`src/rtl/hazard_pkg.sv`:
```
// Shared types and defaults for the pipeline hazard controller.
package hazard_pkg;

    typedef enum logic [1:0] {
        RUN      = 2'd0,
        MEM_WAIT = 2'd1,
        HALTED   = 2'd2
    } state_t;

    localparam int CNT_W_DEF       = 16;
    localparam int MEM_TIMEOUT_DEF = 255;

    localparam logic [3:0] REG_ZERO = 4'd0;

endpackage

```
`src/rtl/sat_counter.sv`:
```
// Saturating up-counter with synchronous active-low clear.
module sat_counter #(
    parameter int W = 16
) (
    input  logic         clk,
    input  logic         rst_n,
    input  logic         inc,
    output logic [W-1:0] count
);

    // Count up on inc, hold at all-ones once reached.
    always_ff @(posedge clk) begin
        if (!rst_n) begin
            count <= '0;
        end else if (inc && (count != '1)) begin
            count <= count + 1'b1;
        end
    end

endmodule

```
`src/rtl/hazard_ctrl.sv`:
```
// Pipeline hazard controller: data-memory stalls, load-use interlock,
// branch flush, fetch stall, halt handling and performance counters.
module hazard_ctrl
    import hazard_pkg::*;
#(
    parameter int CNT_W       = CNT_W_DEF,
    parameter int MEM_TIMEOUT = MEM_TIMEOUT_DEF
) (
    input  logic             clk,
    input  logic             rst_n,
    input  logic [3:0]       id_rs,
    input  logic [3:0]       id_rt,
    input  logic             id_rs_used,
    input  logic             id_rt_used,
    input  logic             id_br_taken,
    input  logic             ex_mem_to_reg,
    input  logic [3:0]       ex_dst,
    input  logic             imem_ready,
    input  logic             dmem_req,
    input  logic             dmem_ready,
    input  logic             wb_hlt,
    output logic             pc_en,
    output logic             if_id_en,
    output logic             id_ex_en,
    output logic             ex_mem_en,
    output logic             mem_wb_en,
    output logic             if_id_flush,
    output logic             id_ex_bubble,
    output logic             halted,
    output logic             mem_err,
    output logic [CNT_W-1:0] stall_cnt,
    output logic [CNT_W-1:0] flush_cnt
);

    localparam int WAIT_W = (MEM_TIMEOUT < 2) ? 1 : $clog2(MEM_TIMEOUT + 1);

    state_t            state;
    logic [WAIT_W-1:0] wait_cnt;
    logic              load_use;
    logic              dmem_stall;
    logic              br_flush;
    logic              stall_inc;

    assign load_use = ex_mem_to_reg && (ex_dst != REG_ZERO) &&
                      ((id_rs_used && (id_rs == ex_dst)) ||
                       (id_rt_used && (id_rt == ex_dst)));

    // Once in MEM_WAIT the access is outstanding, so only dmem_ready matters.
    assign dmem_stall = ((state == RUN) && dmem_req && !dmem_ready) ||
                        ((state == MEM_WAIT) && !dmem_ready);

    // Prioritised enable/flush decode from state and current inputs.
    always_comb begin
        pc_en        = 1'b1;
        if_id_en     = 1'b1;
        id_ex_en     = 1'b1;
        ex_mem_en    = 1'b1;
        mem_wb_en    = 1'b1;
        if_id_flush  = 1'b0;
        id_ex_bubble = 1'b0;
        halted       = 1'b0;
        br_flush     = 1'b0;
        if (!rst_n) begin
            // defaults: everything enabled while in reset
        end else if (state == HALTED) begin
            pc_en     = 1'b0;
            if_id_en  = 1'b0;
            id_ex_en  = 1'b0;
            ex_mem_en = 1'b0;
            mem_wb_en = 1'b0;
            halted    = 1'b1;
        end else if (dmem_stall) begin
            pc_en     = 1'b0;
            if_id_en  = 1'b0;
            id_ex_en  = 1'b0;
            ex_mem_en = 1'b0;
            mem_wb_en = 1'b0;
        end else if (state == MEM_WAIT) begin
            // access completing this cycle: release the whole pipeline
        end else if (load_use) begin
            pc_en        = 1'b0;
            if_id_en     = 1'b0;
            id_ex_bubble = 1'b1;
        end else if (id_br_taken) begin
            if_id_flush = 1'b1;
            br_flush    = 1'b1;
        end else if (!imem_ready) begin
            pc_en       = 1'b0;
            if_id_flush = 1'b1;
        end
    end

    // State, wait counter and sticky memory-error flag.
    always_ff @(posedge clk) begin
        if (!rst_n) begin
            state    <= RUN;
            wait_cnt <= '0;
            mem_err  <= 1'b0;
        end else begin
            case (state)
                RUN: begin
                    if (dmem_req && !dmem_ready) begin
                        state    <= MEM_WAIT;
                        wait_cnt <= '0;
                    end else if (wb_hlt) begin
                        state <= HALTED;
                    end
                end
                MEM_WAIT: begin
                    if (dmem_ready) begin
                        state <= RUN;
                    end else begin
                        wait_cnt <= wait_cnt + 1'b1;
                        // this cycle is the MEM_TIMEOUT-th unanswered wait cycle
                        if (wait_cnt == WAIT_W'(MEM_TIMEOUT - 1)) begin
                            state   <= HALTED;
                            mem_err <= 1'b1;
                        end
                    end
                end
                HALTED: state <= HALTED;
                default: state <= RUN;
            endcase
        end
    end

    assign stall_inc = (state != HALTED) && !pc_en;

    sat_counter #(.W(CNT_W)) u_stall_cnt (
        .clk   (clk),
        .rst_n (rst_n),
        .inc   (stall_inc),
        .count (stall_cnt)
    );

    sat_counter #(.W(CNT_W)) u_flush_cnt (
        .clk   (clk),
        .rst_n (rst_n),
        .inc   (br_flush),
        .count (flush_cnt)
    );

endmodule

```
`config.mk`:
```
export PLATFORM = sky130hd
export DESIGN_NAME = hazard_ctrl
export DESIGN_NICKNAME = d
export VERILOG_FILES = /design/src/rtl/hazard_pkg.sv /design/src/rtl/sat_counter.sv /design/src/rtl/hazard_ctrl.sv
export SDC_FILE = /design/constraint.sdc
export NUM_CORES = 1
export LEC_CHECK = 0
export BUFFER_PORTS_ARGS = -buffer_cell sky130_fd_sc_hd__buf_2
export CORE_MARGIN = 5
export CORE_UTILIZATION = 55
export CTS_CLUSTER_DIAMETER = 50
export DETAILED_ROUTE_END_ITERATION = 10
export GPL_ROUTABILITY_DRIVEN = 0
export PLACE_DENSITY = 0.83
export SYNTH_ARGS = -nofsm -noshare
export SYNTH_HDL_FRONTEND = slang
export SYNTH_HIERARCHICAL = 1
export SYNTH_SLANG_ARGS = --single-unit
```
`constraint.sdc`:
```
create_clock -name clk -period 5.5 [get_ports clk]
set_input_delay 0 -clock clk [delete_from_list [all_inputs] [get_ports clk]]
set_output_delay 0 -clock clk [all_outputs]
set_load 0.01 [all_outputs]
```
==> results of run 1 <==
==> worst max-delay path by stage <==
| stage | from | end |
|---|---|---|
| finish | state[0] | u_flush_cnt/count[13] |
| global route | state[0] | u_flush_cnt/count[13] |
| CTS | state[0] | u_flush_cnt/count[7] |
| detailed placement | state[0] | u_flush_cnt/count[7] |
| global placement | state[0] | u_flush_cnt/count[9] |
| floorplan | state[0] | u_flush_cnt/count[7] |
==> registers in the layout (all words and copies together), names as in the netlist <==
signal             cells
wait_cnt               8
u_flush_cnt/count     16
u_stall_cnt/count     16
mem_err                1
state                  2
==> layout make-up <==
cell class                      count  area [µm²]  share of cell area
Clock inverter                      1        5.00             0.00176
Timing Repair Buffer               63         318               0.112
Inverter                           12        45.0              0.0158
Tap cell                           52        65.1              0.0228
Clock buffer                        6        82.6              0.0290
Sequential cell                    43         861               0.302
Multi-Input combinational cell    226        1470               0.517
==> layer usage <==
layer / part of all wire / wire length (µm) / track usage / up-vias
met5: 0 / 0 / 0 / -
met4: 0.0084 / 48 / 0.0402 / 0
met3: 0.046 / 263 / 0.0520 / 5
met2: 0.51 / 2900 / 0.348 / 50
met1: 0.44 / 2480 / 0.240 / 1130
li1: - / - / - / 1202
==> synth_stat cells (3+ instances only) <==
library cell / instances
o41ai_1: 3
and4_1: 6
or3_1: 5
nor3_1: 11
nor3b_1: 3
mux2i_1: 6
nand2_1: 28
dfxtp_1: 43
o21ai_0: 12
inv_1: 12
nor2b_1: 3
xor2_1: 11
nand4_1: 9
or4_1: 10
nor4_1: 7
nor2_1: 17
nand3_1: 16
o31ai_1: 10
ha_1: 4
nand2b_1: 5
xnor2_1: 6
clkbuf_1: 3
o21a_1: 4
buf_4: 5
a21oi_1: 23
==> power breakdown <==
part	switching [mW]	leakage, nW	internal [mW]
Combinational	0.0325	0.708	0.0218
Clock	0.102	0.0470	0.0985
Sequential	0.00377	0.347	0.314
==> per-stage QoR <==
step                total power [mW]  worst slack (ps)  std cells  cell area [µm²]  hold WS, ps
finish                         0.572              2790        403             2850          118
global route                   0.602              2540        403             2850          144
CTS                            0.580              2820        403             2850          108
detailed placement             0.379              2850        396             2760          387
global placement               0.378              2990        396             2760          385
floorplan                      0.358              3240        289             2430         77.8
==> kinds of logic (layout without fill, tap and decap cells) <==
group	after synthesis	after routing	share of synthesized area
AO/OA/AOI/OAI	66	66	0.179
XOR/XNOR	17	17	0.0613
adder cells (fa/ha/maj)	4	4	0.0206
buffers and inverters	20	82	0.0387
flip-flops	43	43	0.355
multiplexers	6	6	0.0247
AND/OR/NAND/NOR	133	133	0.321
==> worst min-delay path: stages <==
cell	delay (ps)
buf_2	140
o41ai_2	130
nor2_1	100
==> summary.md, run 1 <==
| Metric | Value |
|---|---|
| Site row count | `24` |
| CP startpoint kind | `register` |
| Drt first pass iters | `4` |
| HPWL Detailed | `4150 µm` |
| 1st-iter DRT viols | `122` |
| Worst reg2reg path depth | `6` |
| Hold endpoint | `wait_cnt[4]` |
| CTS buffer count | `5` |
| Die Area | `5840 µm²` |
| Fin Setup TNS | `0 ps` |
| CP peak stage delay | `640 ps` |
| Fin. Hold Viols | `0` |
| N_diodes | `0` |
| Commonest non-fill, non-tap cell in the layout | `buf_2` |
| Crit. End Element | `register` |
| TritonCTS clock tree | `built` |
| Slew HR | `0.200` |
| Synth Register Bits | `43` |
| Gr usage total | `0.198` |
| Clk root buf | `clkbuf_8` |
| Via density | `5.92` |
| Die Height | `76.4 µm` |
| Fillers | `385` |
| Routed WL | `5700 µm` |
| Final critical-path required period | `2710 ps` |
| Worst path cell trace | `o21ai_4, nand4_1, nor3b_1, nand2_1, or4_1, a21oi_1` |
| Fin nets | `377` |
| Initial antenna violation count | `0` |
| Reg2reg end | `u_flush_cnt/count[13]` |
| Critical path class | `reg2reg` |
| Cts repair resizes | `0` |
| Hold Crit Start | `dmem_ready` |
| Core Area | `4320 µm²` |
| Post CTS Setup Buffer Count | `0` |
| Drt drc | `0` |
| Synth-to-layout area growth | `17.4%` |
| P_leak | `1.10 nW` |
| Worst-path clk slew | `80 ps` |
| Clk sinks | `43` |
| Share of Yosys cell area claimed by the top area cell type | `0.355` |
| Synth area leaders | `dfxtp_1 (35%), a21oi_1 (4.7%), nand2_1 (4.3%)` |
| Fin crit share | `0.492` |
| Synth Flop Type | `dfxtp_1` |
| Hold path depth | `3` |
| RSZ-0062 raised after global routing | `false` |
| Synth area leader | `dfxtp_1` |
| Clk_skew | `4.99 ps` |
| Crit path max-delay family | `simple AND/OR/NAND/NOR gates` |
| Hold WC Path Type | `in2reg` |
| Vias in the first global route | `2280` |
| Stages on the worst setup path | `6` |
| Final setup fails | `0` |
| Post-synth cell types | `43` |
| Slowest cell on crit path | `nor3b_1` |
| Ys async rst share | `0` |
| Number of synthesized flops with an enable pin | `0` |
| Post-DRT Antenna Nets | `0` |
| Buf/Inv on CP | `0` |
| # H-tree levels | `2` |
| Pwr Density | `201 nW/µm²` |
| CP arrival | `2930 ps` |
| Worst-skew pair later-pin latency | `290 ps` |
| Synthesized net count | `315` |
| VDD IR max | `0.161 mV` |
| R2R Path Start | `state[0]` |
| Reg-to-reg setup timing slack | `2790 ps` |
| First-pass GRT wire length | `10100 µm` |
| CP max FO | `10` |
| Fmax achieved | `369 MHz` |
| Hold_buf cts | `0` |
| CP required | `5720 ps` |
| Number of synthesis warnings | `6` |
| End-of-flow core utilization | `0.659` |
| Largest net degree at the start of global routing | `25` |
| Number of max-cap violations | `0` |
| Vias | `2387` |
| Least-Margin Pin Slew | `1190 ps` |
| Seq/Total Area, Yosys | `0.355` |
| Initial cell density of the core | `0.561` |
| Mapped Area | `2430 µm²` |
| Commonest non-fill, non-tap cells in the layout | `buf_2 (62), dfxtp_1 (43), nand2_1 (28), a21oi_1 (23), nor2_1 (17)` |
| Clock tree buffer depth | `2` |
| Die X | `76.4 µm` |
| Layout cells sized above 1 | `0.231` |
| Remaining Overflow, GRT | `0` |
| Post-Synthesis Mean Instance Area | `8.40 µm²` |
| Status | `completed` |
| Final Max Slew Viols | `0` |
| Avg WL per Cell | `14.1 µm` |
| I/O pin count | `63` |
| Syn Inst Count | `289` |
| Port bufs | `62` |
No activity file was read; power rests on OpenSTA's default activity.
==> run 2: changes to the inputs <==
--- a/config.mk
+++ b/config.mk
@@ -7,11 +7,11 @@
 export LEC_CHECK = 0
 export BUFFER_PORTS_ARGS = -buffer_cell sky130_fd_sc_hd__buf_2
 export CORE_MARGIN = 5
-export CORE_UTILIZATION = 55
+export CORE_UTILIZATION = 53
 export CTS_CLUSTER_DIAMETER = 50
 export DETAILED_ROUTE_END_ITERATION = 10
 export GPL_ROUTABILITY_DRIVEN = 0
-export PLACE_DENSITY = 0.83
+export PLACE_DENSITY = 0.8
 export SYNTH_ARGS = -nofsm -noshare
 export SYNTH_HDL_FRONTEND = slang
 export SYNTH_HIERARCHICAL = 1
==> constraint.sdc (replaced) <==
create_clock -name clk -period 2.7 [get_ports clk]
set_input_delay 0 -clock clk [delete_from_list [all_inputs] [get_ports clk]]
set_output_delay 0 -clock clk [all_outputs]
set_load 0.01 [all_outputs]
==> run 2 against run 1 <==
  * Total power is 100% higher
  * Register-to-register slack lost 2300 ps
  * Non-clock buffer count increased by 3
  * First-iteration DRC count is 1.6% lower
  * Largest cell class unchanged
  * Largest power group unchanged
==> summary.md, run 2 (same netlist as run 1, synthesis figures left out) <==
| Metric | Value |
|---|---|
| CP max FO | `10 (unchanged)` |
| Die Area | `6030 µm² (+3.3%)` |
| Clk_skew | `12.5 ps (+7.49 ps)` |
| N_diodes | `0 (unchanged)` |
| VDD IR max | `0.283 mV (+76%)` |
| Vias in the first global route | `2200 (-3.5%)` |
| Port bufs | `62 (unchanged)` |
| Top Registers | `u_flush_cnt/count x16, u_stall_cnt/count x16, wait_cnt x8` |
| Commonest non-fill, non-tap cell in the layout | `buf_2` |
| CP peak stage delay | `530 ps (-110 ps)` |
| CP required | `2930 ps (-2790 ps)` |
| Clk sinks | `43 (unchanged)` |
| Site row count | `24 (unchanged)` |
| Fin nets | `380 (+0.80%)` |
| Crit. End Element | `register` |
| Pwr Density | `404 nW/µm² (+100%)` |
| Initial cell density of the core | `0.554 (-0.00769)` |
| Slowest cell on crit path | `or4_1` |
| Via density | `5.95 (+0.51%)` |
| Largest net degree at the start of global routing | `18 (-28%)` |
| Gr usage total | `0.191 (-0.00692)` |
| Critical path class | `reg2reg` |
| Fin. Hold Viols | `0 (unchanged)` |
| Vias | `2423 (+1.5%)` |
| P_leak | `1.11 nW (+0.88%)` |
| Layout cells sized above 1 | `0.237 (+0.00585)` |
| Avg WL per Cell | `14.1 µm (-0.30%)` |
| Post-DRT Antenna Nets | `0 (unchanged)` |
| Number of max-cap violations | `0 (unchanged)` |
| TritonCTS clock tree | `built` |
| Least-Margin Pin Slew | `586 ps (-604 ps)` |
| Hold WC Path Type | `in2reg` |
| RSZ-0062 raised after global routing | `false` |
| Routed WL | `5740 µm (+0.68%)` |
| Drt first pass iters | `4 (unchanged)` |
| First-pass GRT wire length | `9720 µm (-3.4%)` |
| Commonest non-fill, non-tap cells in the layout | `buf_2 (62), dfxtp_1 (43), nand2_1 (28), a21oi_1 (23), nor2_1 (17)` |
| CTS buffer count | `5 (unchanged)` |
| Post CTS Setup Buffer Count | `0 (unchanged)` |
| Final critical-path required period | `2220 ps (-485 ps)` |
| Drt drc | `0 (unchanged)` |
| Synth-to-layout area growth | `18.2%` |
| Core Area | `4380 µm² (+1.4%)` |
| Buf/Inv on CP | `1 (+1)` |
| Remaining Overflow, GRT | `0 (unchanged)` |
| Status | `completed` |
| Final setup fails | `0 (unchanged)` |
| Final Max Slew Viols | `0 (unchanged)` |
| Crit path max-delay family | `simple AND/OR/NAND/NOR gates` |
| Fin crit share | `0.823 (+0.331)` |
| Die Height | `77.7 µm (+1.6%)` |
| Die X | `77.7 µm (+1.6%)` |
| Worst path cell trace | `o21ai_4, nand4_1, nor3b_1, buf_4, nand2_1, or4_1, a21oi_1` |
| Initial antenna violation count | `0 (unchanged)` |
| Fin Setup TNS | `0 ps (unchanged)` |
| Fmax achieved | `450 MHz (+22%)` |
| Slew HR | `0.605 (+0.405)` |
| Hold_buf cts | `0 (unchanged)` |
| I/O pin count | `63 (unchanged)` |
| Clk root buf | `clkbuf_8` |
| HPWL Detailed | `4280 µm (+3.2%)` |
| # H-tree levels | `2 (unchanged)` |
| Cts repair resizes | `0 (unchanged)` |
| CP arrival | `2450 ps (-480 ps)` |
| Worst-path clk slew | `90 ps (about the same)` |
| 1st-iter DRT viols | `120 (-1.6%)` |
| Clock tree buffer depth | `2 (unchanged)` |
| CP startpoint kind | `register` |
| Hold_ws | `50.0 ps (-68.2 ps)` |
| Worst-skew pair later-pin latency | `300 ps (about the same)` |
## run 2: area by class of cell
type | count | area, µm²
fillers | 379 | 1520
multi-input cells | 226 | 1470
flip-flops and latches | 43 | 861
repair buffers | 66 | 340
clock buffers | 6 | 72.6
well taps | 52 | 65.1
inverters | 12 | 45.0
clock inverters | 2 | 12.5
## run 2: where the power goes
group	internal, mW	switching, mW	leakage [nW]
logic	0.0464	0.0669	0.723
clock network	0.181	0.220	0.0412
registers	0.639	0.00762	0.347
total	0.866	0.294	1.11
## run 2: tightest hold or removal path, stage by stage
cell     delay [ps]
buf_2           170
nand2_1          80
a21oi_1          40
## run 2: final timing paths
| kind | from | endpoint | slack, ps | cells after the start |
|---|---|---|---|---|
| hold reg to reg | mem_err | mem_err | 460 | 1 |
| setup / recovery | state[0] | u_flush_cnt/count[9] | 480 | 7 |
| setup reg to reg | state[0] | u_flush_cnt/count[9] | 480 | 7 |
| hold / removal | rst_n | state[0] | 50 | 3 |
## run 2: through the flow
step	power, mW	instance area [µm²]	instances	util	worst slack [ps]
global route	1.22	2870	407	0.654	249
floorplan	0.730	2430	289	-	439
global placement	0.772	2780	399	0.635	589
finish	1.16	2870	407	0.654	477
detailed placement	0.776	2780	399	0.635	458
CTS	1.17	2870	407	0.654	492
## run 2: metal layers
layer	track usage	vias up	routed length, µm
met4	0.0498	0	56
met1	0.227	1152	2480
met3	0.0451	9	280
met5	0	-	0
li1	-	1210	-
met2	0.341	52	2920
